`src/rtl/sparse_aer_serdes_pkg.sv`:
```
// Shared types for the sparse address-event serializer/deserializer:
// opcode encoding, TX/RX state encodings and the frame length helper.
package sparse_aer_pkg;

  typedef enum logic [2:0] {
    OP_NOP      = 3'd0,
    OP_SET      = 3'd1,
    OP_CLR      = 3'd2,
    OP_LOAD     = 3'd3,
    OP_START    = 3'd4,
    OP_ABORT    = 3'd5,
    OP_RX_CLEAR = 3'd6,
    OP_RSVD     = 3'd7
  } op_t;

  typedef enum logic [1:0] {
    T_IDLE  = 2'd0,
    T_START = 2'd1,
    T_ADDR  = 2'd2,
    T_DONE  = 2'd3
  } tx_state_t;

  typedef enum logic {
    R_IDLE = 1'b0,
    R_ADDR = 1'b1
  } rx_state_t;

  // One start bit followed by the binary address.
  function automatic int frame_len(input int addr_w);
    return 1 + addr_w;
  endfunction

endpackage

```
`src/rtl/sparse_aer_serdes_if.sv`:
```
// Control, serial-line and receive-side signals of the sparse AER SerDes.
interface sparse_aer_serdes_if #(parameter int SIZE = 8);
  localparam int ADDR_W = $clog2(SIZE);

  logic              enable;
  logic [2:0]        instruction;
  logic [ADDR_W-1:0] addr_in;
  logic [SIZE-1:0]   vec_in;
  logic              bitstream_out;
  logic              tx_busy;
  logic              tx_done;
  logic              bitstream_in;
  logic [ADDR_W-1:0] rx_addr;
  logic              rx_valid;
  logic              rx_err;
  logic [SIZE-1:0]   rx_vec;

  modport master (
    output enable, instruction, addr_in, vec_in, bitstream_in,
    input  bitstream_out, tx_busy, tx_done, rx_addr, rx_valid, rx_err, rx_vec
  );

  modport slave (
    input  enable, instruction, addr_in, vec_in, bitstream_in,
    output bitstream_out, tx_busy, tx_done, rx_addr, rx_valid, rx_err, rx_vec
  );
endinterface

```
`src/rtl/sparse_aer_serdes_prio_enc.sv`:
```
// Lowest-index-first priority encoder: one-hot grant, binary index, any-set.
module sparse_prio_enc
  import sparse_aer_pkg::*;
#(
  parameter int SIZE = 8,
  localparam int ADDR_W = $clog2(SIZE)
) (
  input  logic [SIZE-1:0]   req,
  output logic [SIZE-1:0]   grant,
  output logic [ADDR_W-1:0] idx,
  output logic              any
);

  // Scan from the top down so the lowest set bit is the last one written.
  always_comb begin
    grant = '0;
    idx   = '0;
    any   = 1'b0;
    for (int i = SIZE - 1; i >= 0; i--) begin
      if (req[i]) begin
        grant    = '0;
        grant[i] = 1'b1;
        idx      = ADDR_W'(i);
        any      = 1'b1;
      end
    end
  end

endmodule

```
`src/rtl/sparse_aer_serdes.sv`:
```
// Sparse address-event SerDes: TX streams each pending event as a framed
// address (start bit, address MSB first, lowest index first); RX decodes the
// same framing into an address stream and an accumulated event vector.
module sparse_aer_serdes
  import sparse_aer_pkg::*;
#(
  parameter int SIZE = 8
) (
  input logic              clk,
  input logic              rst_n,
  sparse_aer_serdes_if.slave bus
);
  localparam int ADDR_W = $clog2(SIZE);

  op_t               op;
  tx_state_t         tx_state, tx_state_n;
  rx_state_t         rx_state, rx_state_n;
  logic [SIZE-1:0]   pending, pending_n, set_mask, clr_mask, grant;
  logic [ADDR_W-1:0] grant_idx, tx_shift, tx_shift_n, tx_cnt, tx_cnt_n;
  logic              grant_any, take_grant;
  logic              bout, bout_n, busy, busy_n, done, done_n;
  logic [ADDR_W-1:0] rx_shift, rx_shift_n, rx_cnt, rx_cnt_n, rx_word;
  logic [ADDR_W-1:0] rx_addr, rx_addr_n;
  logic              rx_valid, rx_valid_n, rx_err, rx_err_n;
  logic [SIZE-1:0]   rx_vec, rx_vec_n, rx_set;

  assign op = op_t'(bus.instruction);

  sparse_prio_enc #(.SIZE(SIZE)) u_prio (
    .req   (pending),
    .grant (grant),
    .idx   (grant_idx),
    .any   (grant_any)
  );

  // SET/CLR decode; out-of-range indices produce an empty mask.
  always_comb begin
    set_mask = '0;
    clr_mask = '0;
    if (op == OP_SET && int'(bus.addr_in) < SIZE) set_mask[bus.addr_in] = 1'b1;
    if (op == OP_CLR && int'(bus.addr_in) < SIZE) clr_mask[bus.addr_in] = 1'b1;
  end

  // TX next state, serial bit and pending-vector update.
  always_comb begin
    tx_state_n = tx_state;
    tx_cnt_n   = tx_cnt;
    tx_shift_n = tx_shift;
    bout_n     = bout;
    busy_n     = busy;
    done_n     = 1'b0;
    take_grant = 1'b0;
    case (tx_state)
      T_IDLE, T_DONE: begin
        tx_state_n = T_IDLE;
        bout_n     = 1'b0;
        busy_n     = 1'b0;
        if (op == OP_START) begin
          if (grant_any) begin
            tx_state_n = T_START;
            take_grant = 1'b1;
            bout_n     = 1'b1;
            busy_n     = 1'b1;
          end else begin
            tx_state_n = T_DONE;
            done_n     = 1'b1;
          end
        end
      end
      T_START: begin
        tx_state_n = T_ADDR;
        tx_cnt_n   = ADDR_W'(ADDR_W - 1);
        bout_n     = tx_shift[ADDR_W-1];
        tx_shift_n = tx_shift << 1;
      end
      T_ADDR: begin
        if (tx_cnt != '0) begin
          tx_cnt_n   = tx_cnt - ADDR_W'(1);
          bout_n     = tx_shift[ADDR_W-1];
          tx_shift_n = tx_shift << 1;
        end else if (grant_any) begin
          tx_state_n = T_START;
          take_grant = 1'b1;
          bout_n     = 1'b1;
        end else begin
          tx_state_n = T_DONE;
          bout_n     = 1'b0;
          busy_n     = 1'b0;
          done_n     = 1'b1;
        end
      end
      default: tx_state_n = T_IDLE;
    endcase
    if (take_grant) tx_shift_n = grant_idx;

    // A SET of the bit being granted this cycle keeps it pending.
    pending_n = take_grant ? (pending & ~grant) : pending;
    pending_n = (pending_n | set_mask) & ~clr_mask;
    if (op == OP_LOAD) pending_n = bus.vec_in;
    if (op == OP_ABORT) begin
      pending_n  = '0;
      tx_state_n = T_IDLE;
      bout_n     = 1'b0;
      busy_n     = 1'b0;
      done_n     = 1'b0;
    end
  end

  // RX frame decode and event-vector accumulation.
  always_comb begin
    rx_state_n = rx_state;
    rx_cnt_n   = rx_cnt;
    rx_shift_n = rx_shift;
    rx_addr_n  = rx_addr;
    rx_valid_n = 1'b0;
    rx_err_n   = 1'b0;
    rx_set     = '0;
    rx_word    = ADDR_W'({rx_shift, bus.bitstream_in});
    case (rx_state)
      R_IDLE: begin
        if (bus.bitstream_in) begin
          rx_state_n = R_ADDR;
          rx_cnt_n   = ADDR_W'(ADDR_W - 1);
        end
      end
      R_ADDR: begin
        rx_shift_n = rx_word;
        if (rx_cnt == '0) begin
          rx_state_n = R_IDLE;
          rx_addr_n  = rx_word;
          if (int'(rx_word) < SIZE) begin
            rx_valid_n      = 1'b1;
            rx_set[rx_word] = 1'b1;
          end else begin
            rx_err_n = 1'b1;
          end
        end else begin
          rx_cnt_n = rx_cnt - ADDR_W'(1);
        end
      end
      default: rx_state_n = R_IDLE;
    endcase
    // A newly received event survives a same-cycle clear.
    rx_vec_n = ((op == OP_RX_CLEAR) ? '0 : rx_vec) | rx_set;
  end

  // State and output registers; enable low freezes everything.
  always_ff @(posedge clk or negedge rst_n) begin
    if (!rst_n) begin
      tx_state <= T_IDLE;
      tx_cnt   <= '0;
      tx_shift <= '0;
      pending  <= '0;
      bout     <= 1'b0;
      busy     <= 1'b0;
      done     <= 1'b0;
      rx_state <= R_IDLE;
      rx_cnt   <= '0;
      rx_shift <= '0;
      rx_addr  <= '0;
      rx_valid <= 1'b0;
      rx_err   <= 1'b0;
      rx_vec   <= '0;
    end else if (bus.enable) begin
      tx_state <= tx_state_n;
      tx_cnt   <= tx_cnt_n;
      tx_shift <= tx_shift_n;
      pending  <= pending_n;
      bout     <= bout_n;
      busy     <= busy_n;
      done     <= done_n;
      rx_state <= rx_state_n;
      rx_cnt   <= rx_cnt_n;
      rx_shift <= rx_shift_n;
      rx_addr  <= rx_addr_n;
      rx_valid <= rx_valid_n;
      rx_err   <= rx_err_n;
      rx_vec   <= rx_vec_n;
    end
  end

  assign bus.bitstream_out = bout;
  assign bus.tx_busy       = busy;
  assign bus.tx_done       = done;
  assign bus.rx_addr       = rx_addr;
  assign bus.rx_valid      = rx_valid;
  assign bus.rx_err        = rx_err;
  assign bus.rx_vec        = rx_vec;

endmodule

```
`src/flat_wrapper.sv`:
```
// flat-port wrapper written by rule: the top's interface ports become plain ports
module sparse_aer_serdes_flat import sparse_aer_pkg::*;
#(
  parameter int SIZE = 8
)
  (clk, rst_n, bus_enable, bus_instruction, bus_addr_in, bus_vec_in, bus_bitstream_in, bus_bitstream_out, bus_tx_busy, bus_tx_done, bus_rx_addr, bus_rx_valid, bus_rx_err, bus_rx_vec);
  sparse_aer_serdes_if #(.SIZE(SIZE)) bus_i ();
  input logic clk;
  input logic rst_n;
  input wire logic [$bits(bus_i.enable)-1:0] bus_enable;
  input wire logic [$bits(bus_i.instruction)-1:0] bus_instruction;
  input wire logic [$bits(bus_i.addr_in)-1:0] bus_addr_in;
  input wire logic [$bits(bus_i.vec_in)-1:0] bus_vec_in;
  input wire logic [$bits(bus_i.bitstream_in)-1:0] bus_bitstream_in;
  output wire logic [$bits(bus_i.bitstream_out)-1:0] bus_bitstream_out;
  output wire logic [$bits(bus_i.tx_busy)-1:0] bus_tx_busy;
  output wire logic [$bits(bus_i.tx_done)-1:0] bus_tx_done;
  output wire logic [$bits(bus_i.rx_addr)-1:0] bus_rx_addr;
  output wire logic [$bits(bus_i.rx_valid)-1:0] bus_rx_valid;
  output wire logic [$bits(bus_i.rx_err)-1:0] bus_rx_err;
  output wire logic [$bits(bus_i.rx_vec)-1:0] bus_rx_vec;
  assign bus_i.enable = bus_enable;
  assign bus_i.instruction = bus_instruction;
  assign bus_i.addr_in = bus_addr_in;
  assign bus_i.vec_in = bus_vec_in;
  assign bus_i.bitstream_in = bus_bitstream_in;
  assign bus_bitstream_out = bus_i.bitstream_out;
  assign bus_tx_busy = bus_i.tx_busy;
  assign bus_tx_done = bus_i.tx_done;
  assign bus_rx_addr = bus_i.rx_addr;
  assign bus_rx_valid = bus_i.rx_valid;
  assign bus_rx_err = bus_i.rx_err;
  assign bus_rx_vec = bus_i.rx_vec;
  sparse_aer_serdes #(.SIZE(SIZE)) u_core (.clk(clk), .rst_n(rst_n), .bus(bus_i));
endmodule
```
`config.mk`:
```
export PLATFORM = sky130hd
export DESIGN_NAME = sparse_aer_serdes_flat
export DESIGN_NICKNAME = d
export VERILOG_FILES = /design/src/rtl/sparse_aer_serdes_pkg.sv /design/src/rtl/sparse_aer_serdes_if.sv /design/src/rtl/sparse_aer_serdes_prio_enc.sv /design/src/rtl/sparse_aer_serdes.sv /design/src/flat_wrapper.sv
export SDC_FILE = /design/constraint.sdc
export NUM_CORES = 1
export LEC_CHECK = 0
export ABC_AREA = 1
export ABC_CLOCK_PERIOD_IN_PS = 2100
export BUFFER_PORTS_ARGS = -buffer_cell sky130_fd_sc_hd__buf_2
export CAP_MARGIN = 40
export CORE_MARGIN = 1
export CORE_UTILIZATION = 25
export CTS_CLUSTER_DIAMETER = 100
export DETAILED_ROUTE_END_ITERATION = 8
export PLACE_DENSITY = 0.53
export SLEW_MARGIN = 20
export SYNTH_ARGS = -nofsm -noshare
export SYNTH_HDL_FRONTEND = slang
export SYNTH_SLANG_ARGS = --single-unit
```
`constraint.sdc`:
```
create_clock -name clk -period 2.1 [get_ports clk]
set_input_delay 0.105 -clock clk [delete_from_list [all_inputs] [get_ports clk]]
set_output_delay 0.105 -clock clk [all_outputs]
set_load 0.02 [all_outputs]
```
==> impl_results.md, run 1 <==
* Count of nets after finishing at 367
* Ys Warns at 0
* Die height at 96.4 um
* WL/cell at roughly 12 um
* Worst path required time at between 2000 and 2500 ps
* Die Wd at between 90 and 100 um
* Max Clock Skew at 8.76 ps
* CTS root buf: clkbuf_8
* Post-CTS Setup Bufs at 0
* H-tree depth at 2
* Antenna cells at 0
* Effective utilization at floorplan at 25.7%
* Initial antenna violation count at 0
* Port bufs at 32
* Iteration-0 DRC Markers at 117
* Final min period at 1810 ps
* Maxcap violations at 0
* Total CTS buffers at 5
* GP Congestion at 0.876
* Syn-to-layout area delta at 17.9%
* Synth Cell Area at 0.00223 mm2
* Via count at 2051
* CP Capture Type: flop
* Ys flop type: dfrtp_1
* First-pass GRT wire length at 9090 um
* Core Box Area at 0.00868 mm2
* Status: completed
* Overflow after GRT at 0
* # DRC at 0
* Mapped Nets at 332
* Pleak at 1.34 nW
* HP Class: primary input to flop
* Clock latency on the worst-skew pair at 290 ps
* Site Rows at 34
* Yosys reg bits at 37
* PwrDens at between 1000 and 1500 mW/mm2
* Arrival time at the worst endpoint at slightly below 2000 ps
* Syn Area/Cell at roughly 7.3 um2
* Largest net degree at the start of global routing at 21
* Fin. Hold Viols at 0
* Total I/O pin count at 34
* VDD IR max at 0.000257 V
* Total track usage at 12.9%
* DIE AREA at about 0.0093 mm2
* Slew margin rel. at 60.1%
* Hold slack at 78.5 ps
* Vias in the first global route at between 1.5k and 2k
* Post-synth EDFFs at 0
* FILL cells at 974
* Asr flop ratio synth at 100%
* Crit-path cells: inv_1 -> ha_1 -> nand3_1 -> nand2_2 -> nand3_4 -> inv_2 -> nand2_1 -> nand2_1 -> nand2_1 -> nand2_1 -> nand2_1 -> nand2_1 -> nand2_1
* Syn Inst Count at 307
* Longest Clk Path Bufs at 2
* DR vias/cell at 4.55
* Resized Gates After CTS at 0
* Final setup viols at 0
* CTS tree: built
* Crit Path Class: flop to flop
* Hold-fix buffers, CTS at 1
* Synth area leader: dfrtp_1
* Seq/Total Area, Yosys at 41.6%
* Worst-margin pin slew at 598 ps
* Storage cell area at 926 um2
* Synth top area share at about two fifths
* Post-synth top cells: nand2_1 (103), inv_1 (42), dfrtp_1 (37)
* Layout cell share with drive strength beyond 1 at 15.2%
* Drt total wl at 5420 um
* Drt pass-1 iters at 4
* CP Launch Type: flop
* Most frequent cell on the critical path: nand2_1
* Top cells by area, synth: dfrtp_1 (42%), nand2_1 (17%), inv_1 (7.1%)
* CP peak stage delay at 380 ps
* Crit path max-delay cell type: dfrtp_1
* Max Fanout on Critical Path at 9
* Post-route ant nets at 0
* Setup TNS at 0 ps
* Yosys cell types at 31
* Pins Over Slew Limit at 0
* Multi-input gate area at between 0.001 and 0.0015 mm2
* Most common cell in the netlist: nand2_1
* RSZ-0062 raised after global routing: no
* CTS sink count at 37
* Achievable Freq at between 0.5 and 0.6 GHz
* Tcrit/Tclk final at 86.1%
* Clock slew at the register clock pins of the worst setup and hold paths at 80 ps
* Final HPWL DP at 4160 um
[layout make-up]
type / instances / share of cell area (%)
multi-input cells: 219 / 42.1
flip-flops and latches: 37 / 35.3
repair buffers: 35 / 7.81
inverters: 44 / 6.29
well taps: 108 / 5.15
clock buffers: 5 / 2.62
clock inverters: 3 / 0.810
[worst max-delay path: cells and delay by family, from the launching register on]
kind | cells | cell delay (ps)
DFF | 1 | 380
and+or+nand+nor | 10 | 780
buffers and inverters | 2 | 170
adders and majority gates | 1 | 370
[path summary, 6_finish.rpt]
kind / startpoint / end / slack (ps) / cells past startpoint
setup / recovery: u_core.tx_state[0] / u_core.pending[1] / 290 / 13
hold / removal: bus_bitstream_in / u_core.bus.rx_vec[6] / 80 / 2
setup reg to reg: u_core.tx_state[0] / u_core.pending[1] / 290 / 13
hold reg to reg: u_core.bus.rx_addr[0] / u_core.bus.rx_addr[0] / 480 / 2
max in group asynchronous: rst_n / u_core.bus.rx_vec[6] / 1350 / 3
min in group asynchronous: rst_n / u_core.tx_cnt[0] / 300 / 2
[per-layer routing]
| layer | vias to the layer above | global-route usage [%] | wire length [um] |
|---|---|---|---|
| met5 | - | 0 | 0 |
| met4 | 0 | 6.13 | 136 |
| met3 | 12 | 2.90 | 143 |
| met2 | 23 | 21.0 | 2570 |
| met1 | 949 | 16.1 | 2570 |
| li1 | 1067 | - | - |
[power by group]
group          internal, mW  leakage (nW)  switching, mW  total (mW)
clock network         0.236        0.0445          0.277       0.513
registers             0.927         0.476          0.139        1.07
logic                 0.375         0.820          0.706        1.08
[cell families after synthesis]
| group | count (synthesis) | share of synthesized area, % |
|---|---|---|
| buffers and inverters | 51 | 8.82 |
| adder cells (fa/ha/maj) | 7 | 3.93 |
| AND/OR/NAND/NOR | 167 | 33.8 |
| other | 1 | 0.168 |
| flip-flops | 37 | 41.6 |
| AO/OA/AOI/OAI | 43 | 11.3 |
| XOR/XNOR | 1 | 0.393 |
[registers in the layout, summed over array words and instances (netlist names)]
register                  flops
u_core.rx_cnt                 3
u_core.tx_state               2
u_core.bus.rx_addr            3
u_core.bus.tx_done            1
u_core.pending                8
u_core.bus.rx_vec             8
u_core.rx_state               1
u_core.tx_cnt                 3
u_core.bus.rx_valid           1
u_core.rx_shift               2
u_core.tx_shift               3
u_core.bus.bitstream_out      1
u_core.bus.tx_busy            1
[placed cells by master (no fill, tap or decap), drive strengths merged, types with 2 or more instances in the layout]
master and n:
buf 34, a31oi 2, o32ai 3, dfrtp 37, o22ai 6, nor2 25, nand2 105, a22oi 2
a21oi 10, ha 7, nor4 9, clkbuf 5, nand3 12, nand4 12, inv 45, nor3 3
o21ai 18
[per-stage QoR]
stage / util, % / instance area, um2 / setup slack (ps) / power, mW / instances
after floorplan: - / 2230 / 476 / 1.85 / 307
after global placement: 28.8 / 2500 / 302 / 2.15 / 441
after detailed placement: 29.1 / 2530 / 289 / 2.17 / 442
after CTS: 30.3 / 2630 / 264 / 2.69 / 451
after global routing: 30.3 / 2630 / 66.6 / 2.91 / 451
final: 30.3 / 2630 / 293 / 2.66 / 451
(Power assumes the default switching activity.)
==> run 2: changes to the inputs <==
--- a/config.mk
+++ b/config.mk
@@ -14,6 +14,8 @@
 export CTS_CLUSTER_DIAMETER = 100
 export DETAILED_ROUTE_END_ITERATION = 8
 export PLACE_DENSITY = 0.53
+export RECOVER_POWER = 50
+export SKIP_LAST_GASP = 1
 export SLEW_MARGIN = 20
 export SYNTH_ARGS = -nofsm -noshare
 export SYNTH_HDL_FRONTEND = slang
==> run 2 against run 1 <==
  * Critical endpoint unchanged
  * Clock skew is essentially flat
  * Core utilization down 0.36 points
  * First-iteration DRC count increased by 6.0%
  * Hold slack improved by 1.5 ps
  * Sequential cell count is the same
  * Global-route usage stayed put
  * Largest power group is now registers
  * Sequential share of layout area increased by 0.42 points
  * Register-to-register slack is essentially flat
==> impl_results.md, run 2 (synthesis results as in run 1) <==
* Status: completed
* Maxcap violations at 0
* Pins Over Slew Limit at 0
* Max Used Layer: met4
* Reg2reg path depth at 13
* Pleak at 1.31 nW
* VDD IR max at 0.000253 V
* Most frequent cell on the critical path: nand2_1
* Cells on Worst Hold Path at 2
* Resized Gates After CTS at 0
* Worst-margin pin slew at 1020 ps
* Drt pass-1 iters at 4
* Pwr Total at 2.64 mW
* Max Fanout on Critical Path at 9
* Total CTS buffers at 5
* Slew margin rel. at approximately a third
* Crit path max-delay cell type: dfrtp_1
* Die height at 96.4 um
* Antenna cells at 0
* Total track usage at 12.9%
* Post-route cell area at 0.00259 mm2
* Setup TNS at 0 ps
* CTS sink count at 37
* DIE AREA at approximately 0.0093 mm2
* # DRC at 0
* Drt total wl at about 5400 um
* Crit path buf inv count at 2
* RSZ-0062 raised after global routing: no
* CP Launch Type: flop
* DP Worst Slack at around 290 ps
* Commonest non-fill, non-tap cell in the layout: nand2_1
* H-tree depth at 2
* Site Rows at 34
* Clock latency on the worst-skew pair at 290 ps
* DR vias/cell at 4.55
* Vias in the first global route at approximately 2.0k
* PwrDens at just over 1000 mW/mm2
* Final HPWL DP at 4160 um
* CTS root buf: clkbuf_8
* Port bufs at 32
* Commonest cells after routing, fill and taps aside: nand2_1 (103), inv_1 (42), dfrtp_1 (37)
* GP Congestion at 0.876
* Crit-path cells: inv_1 -> ha_1 -> nand3_1 -> nand2_2 -> nand3_4 -> inv_2 -> nand2_1 -> nand2_1 -> nand2_1 -> nand2_1 -> nand2_1 -> nand2_1 -> nand2_1
* Die Wd at 96.4 um
* Final min period at between 1500 and 2000 ps
* Final setup viols at 0
* DRT met1 WL at between 2000 and 3000 um
* Achievable Freq at ~0.55 GHz
* Arrival time at the worst endpoint at ~2000 ps
* Fin. Hold Viols at 0
* Tcrit/Tclk final at 86.4%
* WL/cell at around 12 um
* Syn-to-layout area delta at 16.5%
* Clock slew at the register clock pins of the worst setup and hold paths at 80 ps
* Overflow after GRT at 0
* Max Clock Skew at 9.24 ps
* Met2 WL at between 2000 and 3000 um
* Initial antenna violation count at 0
* Longest Clk Path Bufs at 2
* Via count at a little over 2k
* CTS tree: built
* Largest net degree at the start of global routing at 21
* First-pass GRT wire length at slightly above 9000 um
* Critical path depth at 13
* Count of nets after finishing at 367
* Worst path required time at approximately 2300 ps
* Biggest regs: u_core.bus.rx_vec x8, u_core.pending x8
* Layout cell share with drive strength beyond 1 at 13.1%
* Crit Path Class: flop to flop
* DR WL met3 at 141 um
* FF-to-FF setup slack at approximately 290 ps
* Post-CTS Setup Bufs at 0
* Dpl cell area at 0.00253 mm2
* CP peak stage delay at 380 ps
* PnR worst setup slack at 286 ps
* Iteration-0 DRC Markers at 124
* Hold slack at 80.0 ps
* CP Capture Type: flop
* Effective utilization at floorplan at 25.7%
* Crit-path leading delay family: simple AND/OR/NAND/NOR gates
* HP Class: primary input to flop
* Total I/O pin count at 34
* Core Box Area at between 0.008 and 0.009 mm2
* Post-route ant nets at 0
## run 2: final cells by class
class | instances | area [um2]
Clock buffer | 5 | 68.8
Clock inverter | 3 | 21.3
Fill cell | 977 | 6080
Inverter | 44 | 165
Multi-Input combinational cell | 219 | 1100
Sequential cell | 37 | 926
Tap cell | 108 | 135
Timing Repair Buffer | 35 | 174
## run 2: worst paths after layout
path                                         end                   from
setup / recovery               u_core.pending[1]     u_core.tx_state[0]
hold / removal              u_core.bus.rx_vec[6]       bus_bitstream_in
setup reg to reg               u_core.pending[1]     u_core.tx_state[0]
hold reg to reg            u_core.bus.rx_addr[0]  u_core.bus.rx_addr[0]
max in group asynchronous   u_core.bus.rx_vec[7]                  rst_n
min in group asynchronous       u_core.tx_cnt[0]                  rst_n
## run 2: repair_timing
item,CTS,global route
endpoints found under the setup margin,0,0
hold endpoints to repair,17,0
hold buffers,1,0
## run 2: per-stage QoR
| stage | utilization (%) | std cells |
|---|---|---|
| after floorplan | - | 307 |
| after global placement | 28.8 | 441 |
| after detailed placement | 29.1 | 442 |
| after CTS | 30.3 | 451 |
| after global routing | 29.9 | 451 |
| final | 29.9 | 451 |
## run 2: metal layers
metal	vias to the layer above	global-route usage (%)
met4	0	6.13
met2	21	21.0
met3	12	2.90
met1	954	16.1
met5	-	0
li1	1066	-
## run 2: power by group
part | internal [mW] | switching, mW | leakage, nW | total (mW)
Combinational | 0.360 | 0.705 | 0.785 | 1.06
Clock | 0.236 | 0.278 | 0.0445 | 0.513
Sequential | 0.927 | 0.140 | 0.476 | 1.07
==> run 3: changes to the inputs <==
==> constraint.sdc (replaced) <==
create_clock -name clk -period 2.1 [get_ports clk]
set_input_delay 0.315 -clock clk [delete_from_list [all_inputs] [get_ports clk]]
set_output_delay 0.315 -clock clk [all_outputs]
set_load 0.02 [all_outputs]
==> run 3 against run 2 <==
  * Cell area rose by 0.39%
  * Clock power rose by 3%
  * Sequential share of layout area fell by 0.14 points
  * Hold slack improved by 210 ps
==> impl_results.md, run 3 (synthesis results as in run 1) <==
* Pwr Total at 2.67 mW
* Syn-to-layout area delta at 17.0%
* CTS sink count at 37
* Crit path buf inv count at 3
* Die height at ~96 um
* Crit-path leading delay family: simple AND/OR/NAND/NOR gates
* Antenna cells at 0
* Dpl cell area at 0.00251 mm2
* # DRC at 0
* Total CTS buffers at 5
* PwrDens at 1020 mW/mm2
* Crit path max-delay cell type: dfrtp_1
* Status: completed
* Site Rows at 34
* Most frequent cell on the critical path: nand2_1
* First-pass GRT wire length at slightly below 9000 um
* Biggest regs: u_core.bus.rx_vec x8, u_core.pending x8
* CTS root buf: clkbuf_8
* Setup TNS at 0 ps
* H-tree depth at 2
* Largest net degree at the start of global routing at 17
* DR vias/cell at 4.53
* Final core utilization at 30.0%
* Effective utilization at floorplan at 25.7%
* FILL cells at 971
* Final HPWL DP at roughly 4100 um
* Iteration-0 DRC Markers at 233
* Total I/O pin count at 34
* Overflow after GRT at 0
* Commonest non-fill, non-tap cell in the layout: nand2_1
* Clock latency on the worst-skew pair at 290 ps
* Total track usage at 12.6%
* WL/cell at 11.9 um
* CP Capture Type: flop
* Arrival time at the worst endpoint at 1960 ps
* Final setup viols at 0
* Max Clock Skew at around 5.1 ps
* VDD IR max at 0.000340 V
* Die Wd at 96.4 um
* Initial antenna violation count at 0
* Max Fanout on Critical Path at 9
* GP Congestion at 0.879
* HP Class: primary input to flop
* Drt pass-1 iters at 4
* Port bufs at 32
* Fin. Hold Viols at 0
* Multi-input gate area at 0.00110 mm2
* Crit Path Class: flop to flop
* Count of nets after finishing at 368
* Crit-path cells: inv_1 -> ha_1 -> inv_1 -> nor2_1 -> nand2_1 -> nand2_2 -> nand3_4 -> inv_2 -> nand2_1 -> nand2_1 -> nand2_1 -> nand2_1 -> nand2_1 -> nand2_1 -> nand2_1
* Resized Gates After CTS at 0
* Hold slack at 293 ps
* Commonest cells after routing, fill and taps aside: nand2_1 (103), inv_1 (42), dfrtp_1 (37)
* CTS tree: built
* Via count at 2048
* Maxcap violations at 0
* Longest Clk Path Bufs at 2
* Final min period at 1780 ps
* Worst-margin pin slew at slightly above 800 ps
* Core Box Area at 0.00868 mm2
* Clock slew at the register clock pins of the worst setup and hold paths at 80 ps
* Achievable Freq at around 0.56 GHz
* Storage cell area at about 930 um2
* FF-to-FF setup slack at 320 ps
* Drt total wl at 5390 um
* Slew margin rel. at 46.0%
* Layout cell share with drive strength beyond 1 at 13.1%
* Vias in the first global route at 1932
* CP Launch Type: flop
* RSZ-0062 raised after global routing: no
* Pleak at between 1 and 1.5 nW
* Pins Over Slew Limit at 0
* Post-route cell area at 0.00261 mm2
* Tcrit/Tclk final at 84.9%
* Worst path required time at 2280 ps
* Post-route ant nets at 0
* CP peak stage delay at about 360 ps
* DIE AREA at 0.00929 mm2
run 3: cell types whose count changed in the layout (fill, tap and decap cells not counted):
cell | before | now
clkbuf_1 | 7 | 8
buf_2 | 25 | 26
clkbuf_2 | 1 | 0
clkbuf_8 | 5 | 6
clkinvlp_4 | 1 | 0
inv_6 | 1 | 0
clkinv_4 | 0 | 1
run 3: power breakdown:
group	switching [mW]	total [mW]	leakage [nW]	internal (mW)
clock network	0.260	0.526	0.0512	0.266
registers	0.144	1.07	0.476	0.927
logic	0.709	1.07	0.787	0.364
run 3: final cells by class:
cell class | count | area share [%]
Multi-Input combinational cell | 219 | 42.4
Inverter | 44 | 6.34
Timing Repair Buffer | 36 | 6.82
Clock inverter | 2 | 0.528
Tap cell | 108 | 5.19
Sequential cell | 37 | 35.5
Clock buffer | 6 | 3.17
run 3: worst paths after layout:
kind,startpoint,end,depth (start not counted)
worst max-delay path,u_core.tx_cnt[0],u_core.pending[1],15
worst min-delay path,bus_bitstream_in,u_core.bus.rx_vec[6],2
worst max register to register,u_core.tx_cnt[0],u_core.pending[1],15
worst min register to register,u_core.bus.rx_addr[0],u_core.bus.rx_addr[0],2
max in group asynchronous,rst_n,u_core.bus.rx_valid,3
min in group asynchronous,rst_n,u_core.tx_cnt[0],2
run 3: timing repair:
item	CTS	global route
endpoints found under the setup margin	0	0
hold buffers	1	0
buffers inserted	0	0
endpoints found under the hold margin	8	0
run 3: worst register-to-register path, cell delays in order (launching register included):
cell,delay (ps)
dfrtp_1,360
inv_1,110
ha_1,170
inv_1,50
nor2_1,130
nand2_1,100
nand2_2,110
nand3_4,130
inv_2,100
nand2_1,60
nand2_1,80
nand2_1,50
nand2_1,50
nand2_1,50
nand2_1,60
nand2_1,60
run 3: through the flow:
stage          setup WS, ps  cells
2_1_floorplan           476    307
3_3_place_gp            304    443
3_5_place_dp            303    443
4_1_cts                 285    452
5_1_grt                77.9    452
6_report                316    452
run 3: routing by layer:
metal / track usage (%) / up-vias / routed length (um)
met5: 0 / - / 0
met4: 6.13 / 0 / 118
met3: 2.66 / 8 / 139
met2: 20.4 / 28 / 2560
met1: 16.1 / 945 / 2570
li1: - / 1067 / -
